<file path="config.mk">
export PLATFORM = sky130hd
export DESIGN_NAME = iobuf_bus_sequencer_flat
export DESIGN_NICKNAME = d
export VERILOG_FILES = /design/src/rtl/iobuf_bus_sequencer_pkg.sv /design/src/rtl/iobuf_bus_sequencer_if.sv /design/src/rtl/iobuf_bus_sequencer_rr_arb2.sv /design/src/rtl/iobuf_bus_sequencer.sv /design/src/flat_wrapper.sv
export SDC_FILE = /design/constraint.sdc
export NUM_CORES = 1
export LEC_CHECK = 0
export ABC_AREA = 1
export CORE_MARGIN = 2
export CORE_UTILIZATION = 45
export DETAILED_ROUTE_END_ITERATION = 10
export HOLD_SLACK_MARGIN = 0.06
export PLACE_DENSITY = 0.9
export SLEW_MARGIN = 20
export SYNTH_ARGS = -nofsm -noshare
export SYNTH_HDL_FRONTEND = slang
export SYNTH_SLANG_ARGS = --single-unit
</file>
<file path="constraint.sdc">
create_clock -name clk -period 1.53 [get_ports clk]
set_input_delay 0.306 -clock clk [delete_from_list [all_inputs] [get_ports clk]]
set_output_delay 0.306 -clock clk [all_outputs]
set_load 0.01 [all_outputs]
</file>
<file path="src/rtl/iobuf_bus_sequencer_pkg.sv">
// Shared types and constants for the pad-bus sequencer and its arbiter.
package iobuf_seq_pkg;

  typedef enum logic [1:0] {
    IDLE = 2'd0,
    DATA = 2'd1,
    TURN = 2'd2
  } state_t;

  localparam int CNT_W = 4;
  localparam int REQ0  = 0;
  localparam int REQ1  = 1;

  function automatic logic [1:0] onehot2(input logic idx);
    onehot2 = idx ? 2'b10 : 2'b01;
  endfunction

endpackage

</file>
<file path="src/rtl/iobuf_bus_sequencer_if.sv">
// Requester handshake plus pad-ring signals of the shared bidirectional bus.
interface iobuf_bus_sequencer_if #(
  parameter int DW = 8
);
  logic [1:0]    req;
  logic [1:0]    wr;
  logic [DW-1:0] wdata0;
  logic [DW-1:0] wdata1;
  logic [1:0]    gnt;
  logic [1:0]    done;
  logic [DW-1:0] rd_data;
  logic [DW-1:0] pad_o;
  logic          pad_t;
  logic [DW-1:0] pad_i;

  // master: requesters and pad ring; slave: the sequencer
  modport master (
    output req, wr, wdata0, wdata1, pad_i,
    input  gnt, done, rd_data, pad_o, pad_t
  );

  modport slave (
    input  req, wr, wdata0, wdata1, pad_i,
    output gnt, done, rd_data, pad_o, pad_t
  );
endinterface

</file>
<file path="src/rtl/iobuf_bus_sequencer_rr_arb2.sv">
// Two-requester round-robin picker; combinational pick, last_winner updated on advance.
// A tie goes to the requester that did not win last time.
module rr_arb2
  import iobuf_seq_pkg::*;
(
  input  logic       clk,
  input  logic       rst,
  input  logic [1:0] req,
  input  logic       advance,
  output logic       winner,
  output logic       winner_valid
);

  logic last_winner;

  always_comb begin
    winner_valid = req[REQ0] | req[REQ1];
    if (req[REQ0] && req[REQ1]) begin
      winner = ~last_winner;
    end else begin
      winner = req[REQ1];
    end
  end

  always_ff @(posedge clk) begin
    if (rst) begin
      last_winner <= 1'b1;
    end else if (advance) begin
      last_winner <= winner;
    end
  end

endmodule

</file>
<file path="src/rtl/iobuf_bus_sequencer.sv">
// Shares one tri-state pad bus between two requesters: grant, DRIVE_CYC data cycles, TURN_CYC released cycles.
// gnt spans cycles 1..DRIVE_CYC+TURN_CYC after the request edge; done pulses in the last one; no backpressure beyond req/gnt.
module iobuf_bus_sequencer
  import iobuf_seq_pkg::*;
#(
  parameter int DW        = 8,
  parameter int DRIVE_CYC = 2,
  parameter int TURN_CYC  = 1
) (
  input logic                  clk,
  input logic                  rst,
  iobuf_bus_sequencer_if.slave bus
);

  if (DRIVE_CYC < 1 || DRIVE_CYC > 15) begin : g_bad_drive
    $error("DRIVE_CYC must be within 1..15");
  end
  if (TURN_CYC < 1 || TURN_CYC > 15) begin : g_bad_turn
    $error("TURN_CYC must be within 1..15");
  end

  localparam logic [CNT_W-1:0] DRV_LD = CNT_W'(DRIVE_CYC - 1);
  localparam logic [CNT_W-1:0] TRN_LD = CNT_W'(TURN_CYC - 1);

  state_t           state;
  logic [CNT_W-1:0] cnt;
  logic             wr_q;
  logic             win_q;
  logic             winner;
  logic             winner_valid;
  logic             advance;
  logic [DW-1:0]    wsel;

  assign advance = (state == IDLE) && winner_valid;
  assign wsel    = winner ? bus.wdata1 : bus.wdata0;

  rr_arb2 u_arb (
    .clk          (clk),
    .rst          (rst),
    .req          (bus.req),
    .advance      (advance),
    .winner       (winner),
    .winner_valid (winner_valid)
  );

  always_ff @(posedge clk) begin
    if (rst) begin
      state       <= IDLE;
      cnt         <= '0;
      wr_q        <= 1'b0;
      win_q       <= 1'b0;
      bus.gnt     <= 2'b00;
      bus.done    <= 2'b00;
      bus.rd_data <= '0;
      bus.pad_o   <= '0;
      bus.pad_t   <= 1'b1;
    end else begin
      bus.done <= 2'b00;
      case (state)
        IDLE: begin
          if (winner_valid) begin
            wr_q      <= bus.wr[winner];
            win_q     <= winner;
            bus.pad_o <= wsel;
            bus.pad_t <= ~bus.wr[winner];
            bus.gnt   <= onehot2(winner);
            cnt       <= DRV_LD;
            state     <= DATA;
          end
        end
        DATA: begin
          if (cnt == '0) begin
            if (!wr_q) begin
              bus.rd_data <= bus.pad_i;
            end
            bus.pad_t <= 1'b1;
            bus.pad_o <= '0;
            cnt       <= TRN_LD;
            state     <= TURN;
            // done is registered, so it is raised on the edge entering the last TURN cycle
            if (TURN_CYC == 1) begin
              bus.done <= onehot2(win_q);
            end
          end else begin
            cnt <= cnt - CNT_W'(1);
          end
        end
        TURN: begin
          if (cnt == '0) begin
            bus.gnt <= 2'b00;
            state   <= IDLE;
          end else begin
            cnt <= cnt - CNT_W'(1);
            if (cnt == CNT_W'(1)) begin
              bus.done <= onehot2(win_q);
            end
          end
        end
        default: state <= IDLE;
      endcase
    end
  end

endmodule
</file>
<file path="src/flat_wrapper.sv">
// flat-port wrapper written by rule: the top's interface ports become plain ports
module iobuf_bus_sequencer_flat import iobuf_seq_pkg::*;
#(
  parameter int DW        = 8,
  parameter int DRIVE_CYC = 2,
  parameter int TURN_CYC  = 1
)
  (clk, rst, bus_req, bus_wr, bus_wdata0, bus_wdata1, bus_pad_i, bus_gnt, bus_done, bus_rd_data, bus_pad_o, bus_pad_t);
  iobuf_bus_sequencer_if #(.DW(DW)) bus_i ();
  input logic clk;
  input logic rst;
  input wire logic [$bits(bus_i.req)-1:0] bus_req;
  input wire logic [$bits(bus_i.wr)-1:0] bus_wr;
  input wire logic [$bits(bus_i.wdata0)-1:0] bus_wdata0;
  input wire logic [$bits(bus_i.wdata1)-1:0] bus_wdata1;
  input wire logic [$bits(bus_i.pad_i)-1:0] bus_pad_i;
  output wire logic [$bits(bus_i.gnt)-1:0] bus_gnt;
  output wire logic [$bits(bus_i.done)-1:0] bus_done;
  output wire logic [$bits(bus_i.rd_data)-1:0] bus_rd_data;
  output wire logic [$bits(bus_i.pad_o)-1:0] bus_pad_o;
  output wire logic [$bits(bus_i.pad_t)-1:0] bus_pad_t;
  assign bus_i.req = bus_req;
  assign bus_i.wr = bus_wr;
  assign bus_i.wdata0 = bus_wdata0;
  assign bus_i.wdata1 = bus_wdata1;
  assign bus_i.pad_i = bus_pad_i;
  assign bus_gnt = bus_i.gnt;
  assign bus_done = bus_i.done;
  assign bus_rd_data = bus_i.rd_data;
  assign bus_pad_o = bus_i.pad_o;
  assign bus_pad_t = bus_i.pad_t;
  iobuf_bus_sequencer #(.DW(DW), .DRIVE_CYC(DRIVE_CYC), .TURN_CYC(TURN_CYC)) u_core (.clk(clk), .rst(rst), .bus(bus_i));
endmodule
</file>
==> results.toml, run 1 <==
[drt]
antenna_left = 0
avgRoutedWirePerCell_um = 11.57
vias = 1503
wl_um = 3669
drc = 0
first_iter_violations = 60
viasPerCell = 4.741
dr.pass1.iters = 4

[timing]
max_clock_freq_mhz = 716.3
hold-worst-slack_ns = 0.4652
setup_ws_ns = 0.1340
hold_viol = 0
layout_min_cycle_time_ns = 1.396
max_slew_margin_pct = 79.28
fin_crit_sh_pct = 91.24
finalSetupViolations = 0
tightest_slew_ns = 0.3076
drv_slew = 0
skew_ns = 0.01030

[floorplan]
fp.dieH_um = 61.43
num_rows = 20
coreArea_um2 = 3103
dieArea_um2 = 3773
die_w_um = 61.43
start_util_pct = 47.82
num_io_pins = 51

[min_path]
min_from = "u_core.bus.pad_o[1]$_SDFFE_PP0P_"
holdPathStages = 2
hp-class = "register to register"
min_to = "u_core.bus.pad_o[1]$_SDFFE_PP0P_"

[worst_setup_path]
reg2regPathDepth = 8
reg2reg_slack_ns = 0.13
critPathCaptureType = "register"
critPathTopFamily = "simple AND/OR/NAND/NOR gates"
required_ns = 1.76
crit_type = "register to register"
r2r-start = "u_core.state[0]$_SDFFE_PP0P_"
worstPathMaxFanout = 7
critPathLaunchType = "register"
critPathSlowestCell = "dfxtp_1"
max_stage_delay_ns = 0.39
crit_buf_inv = 2
r2r-end = "u_core.cnt[1]$_SDFFE_PP0P_"
crit_arrival_ns = 1.62
cp_cell_sequence = "inv_1 > ha_2 > nand2_2 > nand3_2 > inv_1 > nand2_1 > nand2_1 > nor2_1"

[cts]
cts_setup_buffers = 0
root_buffer = "clkbuf_4"
cts_made_buffers = 5
clock_sinks = 30
cts_tree = "built"
cts_hold_buf = 0
clk_latency_ns = 0.33
clockBufferDepth = 2
path_clk_slew_ns = 0.10
cts_max_level = 2

[placed_design]
io_buffers = 50
place_congestion = 0.7942
pre_cts_ws_ns = -0.1307
hpwl_um = 2698

[final_layout]
diodes = 0
layout_common_cells = "nand2_1, dfxtp_1, nor2_1, clkdlybuf4s50_1, inv_1"
final_common_cell = "nand2_1"
fill_cells = 294
nets = 310
area_delta_synth_final_pct = 45.87
fin_util_pct = 69.76
drive_gt1_share_pct = 12.45

[synth]
syn-instance-count = 213
synth-seq-cells = 30
syn_area_per_cell_um2 = 6.967
yosys.cell_types.count = 20
ys_warn_count = 0
syn_nets = 250
syn_area_um2 = 1484
yosysSeqAreaShare_pct = 40.47

[global_route]
grt_antenna_before_repair = 0
overflow = 0
grt_max_degree = 19
grt_pass1_vias = 1396
grt_pass1_wl_um = 5727
grt_usage_pct = 20.33

[status]
status = "finished, final reports clean"

[power]
peakVddDrop_mv = 0.9560
cellPowerDensity_nw_per_um2 = 1706
power_leakage_nw = 1.163

[run]
drv_cap = 0
[logic make-up after synthesis]
group                      count (synthesis)  synth area share, %
and+or+nand+nor                          119                36.34
buffers and inverters                     29                7.589
adders and majority gates                  7                5.902
AOI/OAI and AO/OA                         28                9.697
DFF                                       30                40.47
[per-layer routing]
metal / vias to the layer above / GRT usage [%] / wire length [um]
li1: 790 / - / -
met4: 0 / 6.079 / 9
met3: 2 / 7.983 / 285
met2: 53 / 36.32 / 1796
met1: 658 / 22.24 / 1577
met5: - / 0 / 0
[sequential cells by signal, summed over array words and instances, names as in the netlist]
| signal | count |
|---|---|
| u_core.wr_q | 1 |
| u_core.state | 2 |
| u_core.u_arb.last_winner | 1 |
| u_core.bus.rd_data | 8 |
| u_core.bus.gnt | 2 |
| u_core.bus.done | 2 |
| u_core.bus.pad_t | 1 |
| u_core.bus.pad_o | 8 |
| u_core.cnt | 4 |
| u_core.win_q | 1 |
[metrics by stage]
step | TNS, ns | std cells | cell area [um^2] | power, mW
6_report | 0 | 317 | 2165 | 3.694
5_1_grt | -0.006169 | 317 | 2165 | 4.030
4_1_cts | 0 | 317 | 2135 | 3.709
3_5_place_dp | -1.453 | 310 | 2069 | 3.120
3_3_place_gp | -0.8193 | 310 | 2069 | 3.065
2_1_floorplan | 0 | 213 | 1484 | 2.370
[Yosys cell counts]
cell type / instances / share of area (%)
nand3_2: 2 / 1.3
nand3_1: 20 / 6.7
dfxtp_1: 30 / 40
clkbuf_1: 2 / 0.51
o21ai_2: 1 / 0.59
nand3b_1: 2 / 1.0
nor2_4: 2 / 1.5
ha_1: 7 / 5.9
nor2_2: 1 / 0.42
inv_2: 2 / 0.51
nor2_1: 29 / 7.3
or2_2: 8 / 3.4
nand2_1: 51 / 13
nand2_2: 3 / 1.3
o21ai_0: 10 / 3.4
buf_4: 1 / 0.51
inv_1: 24 / 6.1
a21oi_1: 16 / 5.4
nand4_1: 1 / 0.42
o21ai_1: 1 / 0.34
[worst reg2reg max path: cells and delay by family (launching register included)]
| kind | cells | cell delay [ns] |
|---|---|---|
| adders and majority gates | 1 | 0.24 |
| buffers and inverters | 2 | 0.21 |
| DFF | 1 | 0.39 |
| and+or+nand+nor | 5 | 0.47 |
[report_power, final]
part / internal, mW / switching (mW) / total [mW] / leakage, nW
Combinational: 0.782 / 1.05 / 1.83 / 0.872
Clock: 0.380 / 0.280 / 0.660 / 0.0443
Sequential: 1.05 / 0.153 / 1.20 / 0.246
[worst max path at each step]
stage | startpoint | end | slack (ns) | depth (start not counted)
after floorplan | u_core.state[1]$_SDFFE_PP0P_ | u_core.bus.rd_data[0]$_SDFFE_PP0P_ | 0.23 | 7
after global placement | bus_req[1] | u_core.bus.pad_o[4]$_SDFFE_PP0P_ | -0.08 | 5
after detailed placement | bus_req[1] | u_core.bus.pad_o[2]$_SDFFE_PP0P_ | -0.13 | 5
after CTS | u_core.bus.pad_o[5]$_SDFFE_PP0P_ | bus_pad_o[5] | 0.003 | 1
after global routing | u_core.state[0]$_SDFFE_PP0P_ | u_core.state[1]$_SDFFE_PP0P_ | -0.006 | 5
final | u_core.state[0]$_SDFFE_PP0P_ | u_core.cnt[1]$_SDFFE_PP0P_ | 0.13 | 8
[cell type report]
class                           count  area [um^2]  area share, %
Clock inverter                      1        30.03          1.387
Inverter                           26        97.59          4.509
Multi-Input combinational cell    154        780.7          36.07
Sequential cell                    30        600.6          27.75
Clock buffer                        6        51.30          2.370
Timing Repair Buffer               56        549.3          25.38
Tap cell                           44        55.05          2.543
[timing repair]
action                     CTS  global route
setup endpoints to repair   13            24
resized for setup           13            11
pin swaps                    0             2
No activity file was read; power rests on OpenSTA's default activity.
==> run 2: changes to the inputs <==
--- a/config.mk
+++ b/config.mk
@@ -8,6 +8,7 @@
 export ABC_AREA = 1
 export CORE_MARGIN = 2
 export CORE_UTILIZATION = 45
+export CTS_BUF_LIST = sky130_fd_sc_hd__clkbuf_4 sky130_fd_sc_hd__clkbuf_8
 export DETAILED_ROUTE_END_ITERATION = 10
 export HOLD_SLACK_MARGIN = 0.06
 export PLACE_DENSITY = 0.9
==> results of run 2 <==
Same layout as run 1: the final DEF is identical, and so are final timing and power.
